[src/rtl/lenet_frame_reader.sv]
// LeNet input-buffer reader: streams one 28x28 frame per data_ready
// over valid/ready, with sof/eol/eof markers riding along each pixel.
module lenet_frame_reader #(
  parameter int lenet_size = 28,
  parameter int PAD        = 2,
  parameter int ROW_STRIDE = 32,
  parameter int ADDR_W     = 10,
  parameter int DATA_W     = 8
) (
  input  logic              clk25,
  input  logic              rst_n,
  input  logic              data_ready,
  output logic              rd_en,
  output logic [ADDR_W-1:0] rd_addr,
  input  logic [DATA_W-1:0] rd_data,
  output logic              m_valid,
  input  logic              m_ready,
  output logic [DATA_W-1:0] m_data,
  output logic              m_sof,
  output logic              m_eol,
  output logic              m_eof,
  output logic              busy,
  output logic              overrun
);

  localparam int CW   = $clog2(lenet_size);
  localparam int LAST = lenet_size - 1;
  localparam int BASE = PAD * ROW_STRIDE + PAD;

  typedef enum logic [1:0] {IDLE, READ, DRAIN} state_t;

  state_t            state;
  logic [CW-1:0]     x;
  logic [CW-1:0]     y;
  logic [ADDR_W-1:0] addr_q;
  logic              rd_v;
  logic              rd_sof;
  logic              rd_eol;
  logic              rd_eof;
  logic [DATA_W+2:0] fifo [2];
  logic              wp;
  logic              rp;
  logic [1:0]        cnt;
  logic              pop;
  logic [2:0]        occ;
  logic [31:0]       addr_full;
  logic              last_x;
  logic              last_y;

  // Read gating: words held plus in flight, net of this cycle's pop.
  always_comb begin
    pop       = m_valid & m_ready;
    occ       = {1'b0, cnt} + {2'b0, rd_v} - {2'b0, pop};
    rd_en     = (state == READ) && (occ < 3'd2);
    addr_full = BASE + 32'(x) + ROW_STRIDE * 32'(y);
    rd_addr   = rd_en ? addr_full[ADDR_W-1:0] : addr_q;
    last_x    = (x == CW'(LAST));
    last_y    = (y == CW'(LAST));
  end

  assign m_valid = (cnt != 2'd0);
  assign {m_eof, m_eol, m_sof, m_data} = fifo[rp];

  // Frame sequencer: raster address walk, busy and overrun flags.
  always_ff @(posedge clk25 or negedge rst_n) begin
    if (!rst_n) begin
      state   <= IDLE;
      x       <= '0;
      y       <= '0;
      addr_q  <= '0;
      busy    <= 1'b0;
      overrun <= 1'b0;
    end else begin
      overrun <= 1'b0;
      unique case (state)
        IDLE: begin
          if (data_ready) begin
            state <= READ;
            busy  <= 1'b1;
            x     <= '0;
            y     <= '0;
          end
        end
        READ: begin
          overrun <= data_ready;
          if (rd_en) begin
            addr_q <= rd_addr;
            if (last_x) begin
              x <= '0;
              if (last_y) state <= DRAIN;
              else y <= y + 1'b1;
            end else begin
              x <= x + 1'b1;
            end
          end
        end
        DRAIN: begin
          overrun <= data_ready;
          if (pop && m_eof) begin
            state <= IDLE;
            busy  <= 1'b0;
          end
        end
        default: state <= IDLE;
      endcase
    end
  end

  // Markers follow the read through the one-cycle buffer latency.
  always_ff @(posedge clk25 or negedge rst_n) begin
    if (!rst_n) begin
      rd_v   <= 1'b0;
      rd_sof <= 1'b0;
      rd_eol <= 1'b0;
      rd_eof <= 1'b0;
    end else begin
      rd_v   <= rd_en;
      rd_sof <= rd_en && (x == '0) && (y == '0);
      rd_eol <= rd_en && last_x;
      rd_eof <= rd_en && last_x && last_y;
    end
  end

  // Two-entry output FIFO holding pixel plus markers.
  always_ff @(posedge clk25 or negedge rst_n) begin
    if (!rst_n) begin
      fifo[0] <= '0;
      fifo[1] <= '0;
      wp      <= 1'b0;
      rp      <= 1'b0;
      cnt     <= 2'd0;
    end else begin
      if (rd_v) begin
        fifo[wp] <= {rd_eof, rd_eol, rd_sof, rd_data};
        wp       <= ~wp;
      end
      if (pop) rp <= ~rp;
      cnt <= cnt + {1'b0, rd_v} - {1'b0, pop};
    end
  end

endmodule

[config.mk]
export PLATFORM = sky130hd
export DESIGN_NAME = lenet_frame_reader
export DESIGN_NICKNAME = d
export VERILOG_FILES = /design/src/rtl/lenet_frame_reader.sv
export SDC_FILE = /design/constraint.sdc
export NUM_CORES = 1
export LEC_CHECK = 0
export CAP_MARGIN = 10
export CELL_PAD_IN_SITES_DETAIL_PLACEMENT = 2
export CELL_PAD_IN_SITES_GLOBAL_PLACEMENT = 2
export CORE_AREA = 2 2 86 88
export CTS_BUF_LIST = sky130_fd_sc_hd__clkbuf_16
export CTS_CLUSTER_DIAMETER = 200
export CTS_CLUSTER_SIZE = 12
export DETAILED_ROUTE_END_ITERATION = 16
export DIE_AREA = 0 0 88 90
export DONT_BUFFER_PORTS = 1
export PLACE_DENSITY = 0.74
export SLEW_MARGIN = 40
export SYNTH_ARGS = -nofsm -noshare
export SYNTH_HDL_FRONTEND = slang
export SYNTH_SLANG_ARGS = --single-unit
[constraint.sdc]
create_clock -name clk25 -period 3.65 [get_ports clk25]
set_clock_uncertainty 0.2 [all_clocks]
set_input_delay 0.73 -clock clk25 [delete_from_list [all_inputs] [get_ports clk25]]
set_output_delay 0.73 -clock clk25 [all_outputs]
set_load 0.005 [all_outputs]
==> flow_summary.toml, run 1 <==
[synthesis]
synth_seq_cells = 54
fraction_of_synthesis_flops_using_an_asynchronous_set_or_reset_pin_pct = 100
yosys_most_used_dff = "sky130_fd_sc_hd__dfrtp_1"
ys.warnings.count = 0
syn-num-nets = 271
mean_area_per_synthesized_cell_sq_um = 11.2
synth.distinct_cells = 43
synth_cells = 247
seq_area_frac_synth_pct = 49.0
synth-edff-count = 0
post_synth_instance_area_sq_um = 2760

[floorplan]
die_area_sq_um = 7920
ioPinCount = 37
row_count = 31
design.core.area_sq_um = 7020
initial_utilization_pct = 39.3
floorplan.die.width_um = 88
die_y_um = 90

[finish]
fillcell_total = 704
final_core_util_pct = 44.4
antenna-diode-count = 0
area.growth.synth_to_final_pct = 13.1
num-nets-final = 274
layout-drive-gt1-share_pct = 27.5
finalNonFillerCells = 350

[sta]
post-route-min-period_ns = 3.58
worst-slew-pin-transition_ns = 0.597
setup-violations-final = 0
max_freq_mhz = 280
timing_hold_violations_final = 0
slew_headroom_pct = 60.0
slew_violations = 0
fin_crit_sh_pct = 98.0
setup_total_negative_slack_ns = 0
setup_repair_after_global_routing_missed_its_margin = "yes"
hold_slack_ns = 0.0846

[clock_network]
tritoncts = "done"
clock_latency_ns = 0.30
cts_sinks = 54
cts_inserted_buffers = 5
clock_path_buffers = 2
cts.reportedPaths.clkPinSlew_ns = 0.08
clock_tree.htree_level_count = 2
clock-root-buffer = "sky130_fd_sc_hd__clkbuf_16"

[drt]
antenna_violating_nets_post_route = 0
detailed_routing_iterations_pass_1 = 4
vias_after_detailed_routing = 1875
wl_mm = 6.56
route.detailed.drc = 0
viasPerCell = 5.36
first_iter_violations = 77
wl_per_cell_um = 18.7

[global_route]
global_route_wire_length_before_repair_mm = 10.9
overflow = 0
groute.usage.overall_pct = 17.6
antenna_found_initial = 0
via_count_of_the_first_global_routing_pass = 2091
pin_count_of_the_biggest_net_entering_global_routing = 55

[setup_path]
timing_worst_setup_path_type = "register to output port"
worstReg2RegEnd = "y[2]"
critPathMaxFanout = 15
crit_path_end_kind = "output port"
worstRegToRegCells = 11
ff2ff_setup_slack_ns = 0.49
setup.worst_path.start_class = "register"
timing.rr.start = "cnt[1]"
worst_ep_arrival_time_ns = 2.65
cp_data_required_time_ns = 2.72

[run_status]
status = "finished, final reports clean"

[hold_path]
path_type_of_the_worst_min_delay_path = "input pin to async pin"

[power_and_ir_drop]
p_leak_nw = 1.37
power.density_cell_area_nw_per_um2 = 946
report.power.total_w = 0.00295
ir_worst_vdd_mv = 0.346

[job]
timing.max_cap.violations = 0

[placement]
finalWeightedCongestion = 0.737
detailed_place_hpwl_mm = 4.27
portBuffers = 0
dp_cell_count = 338
[state kept, by name, indices dropped and copies added (netlist names)]
| name | cells |
|---|---|
| addr_q | 10 |
| y | 5 |
| cnt | 2 |
| wp | 1 |
| fifo | 22 |
| state | 2 |
| busy | 1 |
| rp | 1 |
| rd_sof | 1 |
| rd_eof | 1 |
| x | 5 |
| rd_v | 1 |
| overrun | 1 |
| rd_eol | 1 |
[through the flow]
stage	setup WS, ns	instance area (sq um)
after floorplan	0.114	2760
after global placement	0.149	2830
after detailed placement	0.0574	2840
after CTS	0.00218	3080
after global routing	-0.0329	3120
final	0.0735	3120
[cell families (layout without fill, tap and decap cells)]
logic type | Yosys count | after routing | synth area share (%)
AND/OR/NAND/NOR | 70 | 70 | 12.8
flip-flops | 54 | 54 | 49.0
AO/OA/AOI/OAI | 41 | 41 | 9.76
multiplexers | 34 | 34 | 13.9
buffers and inverters | 25 | 29 | 5.08
adder cells (fa/ha/maj) | 12 | 12 | 5.72
XOR/XNOR | 11 | 11 | 3.77
[worst max-delay path: stages (launching register included)]
cell and delay, ns:
sky130_fd_sc_hd__dfrtp_2 0.41, sky130_fd_sc_hd__o21a_1 0.18, sky130_fd_sc_hd__ha_1 0.27, sky130_fd_sc_hd__inv_1 0.04, sky130_fd_sc_hd__ha_2 0.17, sky130_fd_sc_hd__fa_1 0.54
sky130_fd_sc_hd__and2b_2 0.26, sky130_fd_sc_hd__nand2_4 0.12, sky130_fd_sc_hd__buf_12 0.15, sky130_fd_sc_hd__nand2_1 0.12, sky130_fd_sc_hd__o21ai_4 0.09
[cells in the mapped netlist, drive strengths merged (2+ instances only)]
library cell / instances / area (sq um)
a22o: 2 / 20.0
a31oi: 2 / 18.8
a41oi: 2 / 17.5
and2: 2 / 12.5
buf: 4 / 21.3
clkbuf: 8 / 70.1
dfrtp: 54 / 1350
ha: 11 / 138
inv: 13 / 48.8
mux2: 34 / 383
nand2: 35 / 131
nand3: 10 / 50.1
nand4: 3 / 18.8
nand4b: 3 / 26.3
nor2: 4 / 15.0
nor4b: 2 / 17.5
o211ai: 4 / 30.0
o21ai: 22 / 110
o221ai: 2 / 17.5
or4: 3 / 22.5
xnor2: 6 / 52.6
xor2: 5 / 51.3
[area by class of cell]
| class | count | area [sq um] | share of cell area, % |
|---|---|---|---|
| Timing Repair Buffer | 8 | 105 | 3.37 |
| Clock inverter | 3 | 28.8 | 0.923 |
| Tap cell | 99 | 124 | 3.97 |
| Sequential cell | 54 | 1350 | 43.4 |
| Inverter | 13 | 52.6 | 1.68 |
| Clock buffer | 5 | 125 | 4.01 |
| Multi-Input combinational cell | 168 | 1330 | 42.7 |
[power by group]
part	internal (W)	switching [W]
logic	0.000613	0.000766
registers	0.000837	0.000233
clock network	0.000264	0.000240
total	0.00171	0.00124
[cells in the final DEF (no fill, tap or decap), types with 2 or more instances in the layout]
master and n:
sky130_fd_sc_hd__a22o_2 2, sky130_fd_sc_hd__a41oi_1 2, sky130_fd_sc_hd__and2_1 2, sky130_fd_sc_hd__buf_12 2, sky130_fd_sc_hd__buf_4 5, sky130_fd_sc_hd__clkbuf_16 5, sky130_fd_sc_hd__dfrtp_1 53, sky130_fd_sc_hd__ha_1 10
sky130_fd_sc_hd__inv_1 12, sky130_fd_sc_hd__mux2_2 34, sky130_fd_sc_hd__nand2_1 31, sky130_fd_sc_hd__nand2_2 3, sky130_fd_sc_hd__nand3_1 10, sky130_fd_sc_hd__nand4_1 3, sky130_fd_sc_hd__nand4b_1 3, sky130_fd_sc_hd__nor2_1 4
sky130_fd_sc_hd__nor4b_1 2, sky130_fd_sc_hd__o211ai_1 4, sky130_fd_sc_hd__o21ai_0 16, sky130_fd_sc_hd__o21ai_1 2, sky130_fd_sc_hd__o21ai_4 4, sky130_fd_sc_hd__o221ai_1 2, sky130_fd_sc_hd__or4_1 3, sky130_fd_sc_hd__xnor2_1 6
sky130_fd_sc_hd__xor2_1 4
[metal layers]
metal	up-vias	routed length, um	GRT usage [%]
li1	870	-	-
met1	971	2970	22.6
met2	27	3300	29.9
met3	7	201	3.49
met4	0	89	5.00
met5	-	0	0
[how the worst max path moves through the flow]
stage,start,endpoint,slack (ns),depth (start not counted)
5_1_grt,cnt[1],rd_addr[6],-0.03,9
2_1_floorplan,m_ready,rd_addr[0],0.11,10
6_report,cnt[1],rd_addr[1],0.07,10
4_1_cts,cnt[1],rd_addr[9],0.002,9
3_5_place_dp,m_ready,rd_addr[3],0.06,9
3_3_place_gp,m_ready,rd_addr[9],0.15,9
[what timing repair did]
item,in CTS,in global routing
endpoints found under the hold margin,54,0
hold buffers,1,0
buffers inserted,1,2
pin swaps,0,8
gates cloned,1,0
resized for setup,11,12
endpoints found under the setup margin,10,10
(Power assumes the default switching activity.)
==> run 2: changes to the inputs <==
- PLACE_DENSITY: 0.74 -> unset
- PLACE_DENSITY_LB_ADDON: unset -> 0.1
==> flow_summary.toml, run 2 (synthesized netlist as in run 1, its figures left out) <==
[run_status]
status = "finished, final reports clean"

[power_and_ir_drop]
internal_power_w = 0.00175
p_leak_nw = 1.40
power_frac_comb_pct = 46.7
power_frac_clock_pct = 16.8
reg_power_share_pct = 36.5
power.density_cell_area_nw_per_um2 = 932
p_sw_w = 0.00116
ir_worst_vdd_mv = 0.328
switching_part_of_the_total_pct = 39.9

[global_route]
overflow = 0
via_count_of_the_first_global_routing_pass = 1915
pin_count_of_the_biggest_net_entering_global_routing = 55
global_route_wire_length_before_repair_mm = 9.98
groute.usage.overall_pct = 16.2
antenna_found_initial = 0

[finish]
largest_reg_flops = 22
layout_commonest_cell = "sky130_fd_sc_hd__dfrtp_1"
area.growth.synth_to_final_pct = 13.5
final_core_util_pct = 44.6
largest-register = "fifo"
post-route-cell-area_sq_um = 3130
layout-drive-gt1-share_pct = 27.8
mostFrequentLayoutCells = "sky130_fd_sc_hd__dfrtp_1, sky130_fd_sc_hd__mux2_2, sky130_fd_sc_hd__nand2_1"
num-nets-final = 278
largestRegisters = "fifo (22), addr_q (10)"
antenna-diode-count = 0
finalNonFillerCells = 354

[drt]
detailed_routing_iterations_pass_1 = 4
antenna_violating_nets_post_route = 0
first_iter_violations = 58
route.detailed.drc = 0
vias_after_detailed_routing = 1872
wl_mm = 6.09
wl_per_cell_um = 17.2
viasPerCell = 5.29

[floorplan]
die_y_um = 90
floorplan.die.width_um = 88
initial_utilization_pct = 39.3
die_area_sq_um = 7920
ioPinCount = 37
design.core.area_sq_um = 7020
row_count = 31

[sta]
max_freq_mhz = 282
slew_violations = 0
layout_setup_ws_ns = 0.106
post-route-min-period_ns = 3.54
worst-slew-pin-transition_ns = 0.609
timing_hold_violations_final = 0
setup_total_negative_slack_ns = 0
slew_headroom_pct = 59.2
fin_crit_sh_pct = 97.1
setup_repair_after_global_routing_missed_its_margin = "no"
setup-violations-final = 0

[setup_path]
critical-path-slowest-cell = "sky130_fd_sc_hd__fa_2"
ff2ff_setup_slack_ns = 0.65
critPathMaxFanout = 7
worstReg2RegEnd = "x[2]"
timing.rr.start = "cnt[1]"
critical-path-max-stage-delay_ns = 0.53
cp_data_required_time_ns = 2.72
timing_worst_setup_path_type = "register to output port"
crit_path_end_kind = "output port"
setup.worst_path.start_class = "register"
critical_path.cell_chain = "o21a_1 -> ha_1 -> inv_1 -> ha_2 -> fa_2 -> and2b_2 -> nand2_4 -> clkbuf_16 -> nand2_1 -> o21ai_2"
worst_ep_arrival_time_ns = 2.61
worstRegToRegCells = 10

[placement]
dp_cell_count = 339
dp_slack_ns = 0.0493
detailed_place_hpwl_mm = 4.10
finalWeightedCongestion = 0.759
placedInstanceArea_sq_um = 2840
portBuffers = 0

[job]
timing.max_cap.violations = 0

[clock_network]
clock_latency_ns = 0.29
clock-root-buffer = "sky130_fd_sc_hd__clkbuf_16"
cts_inserted_buffers = 5
clock_tree.htree_level_count = 2
tritoncts = "done"
cts.reportedPaths.clkPinSlew_ns = 0.08
cts_sinks = 54
clock_path_buffers = 2

[hold_path]
path_type_of_the_worst_min_delay_path = "input pin to async pin"
-- run 2: cell types whose count changed in the layout (fill, tap and decap cells not counted), moves of 2 or more --
cell / change
sky130_fd_sc_hd__o21ai_2: +3
sky130_fd_sc_hd__o21ai_1: +4
sky130_fd_sc_hd__nand2_1: +2
sky130_fd_sc_hd__o21ai_4: -4
sky130_fd_sc_hd__nand2_2: -2
sky130_fd_sc_hd__buf_4: +3
sky130_fd_sc_hd__o21ai_0: -3
sky130_fd_sc_hd__clkbuf_16: +2
-- run 2: timing repair --
item / CTS / global route
endpoints found under the hold margin: 54 / 0
hold buffers: 1 / 0
endpoints found under the setup margin: 10 / 10
gates cloned: 0 / 2
pin swaps: 0 / 3
resized for setup: 5 / 14
buffers inserted: 1 / 3
-- run 2: final cells by class --
class                           count  area [sq um]
Clock buffer                        5           125
Multi-Input combinational cell    168          1290
Sequential cell                    54          1350
Clock inverter                      3          26.3
Fill cell                         701          3890
Inverter                           13          48.8
Tap cell                           99           124
Timing Repair Buffer               12           158
-- run 2: stage by stage --
step	total power, W	hold WS (ns)
2_1_floorplan	0.00196	0.234
5_1_grt	0.00318	0.0815
4_1_cts	0.00280	0.0966
3_3_place_gp	0.00220	0.236
6_report	0.00292	0.0820
3_5_place_dp	0.00225	0.236
-- run 2: power by group through the flow --
stage	Combinational (W)	Sequential [W]	Clock (W)
6_report	0.00136	0.00107	0.000490
2_1_floorplan	0.00100	0.000955	0
3_3_place_gp	0.00113	0.00107	0
4_1_cts	0.00122	0.00107	0.000514
5_1_grt	0.00152	0.00112	0.000541
3_5_place_dp	0.00116	0.00108	0
-- run 2: worst max path at each step --
stage	slack, ns	to	startpoint
2_1_floorplan	0.11	rd_addr[0]	m_ready
3_3_place_gp	0.1	rd_addr[3]	m_ready
3_5_place_dp	0.05	rd_addr[3]	m_ready
4_1_cts	0.02	rd_addr[0]	cnt[1]
5_1_grt	0.01	rd_addr[3]	cnt[0]
6_report	0.11	rd_addr[3]	cnt[1]
-- run 2: metal layers --
metal  wire length (um)  track usage, %  part of all wire [%]
met1               2870            23.0                    47
met2               2910            25.0                    48
met3                254            3.95                   4.2
met4                 52            3.85                  0.85
met5                  0               0                     0
-- run 2: critical path: cells and delay by family, from the launching register on --
family,cells,cell delay (ns)
flip-flops,1,0.41
AO/OA/AOI/OAI,2,0.27
AND/OR/NAND/NOR,3,0.47
adder cells (fa/ha/maj),3,0.97
buffers and inverters,2,0.21
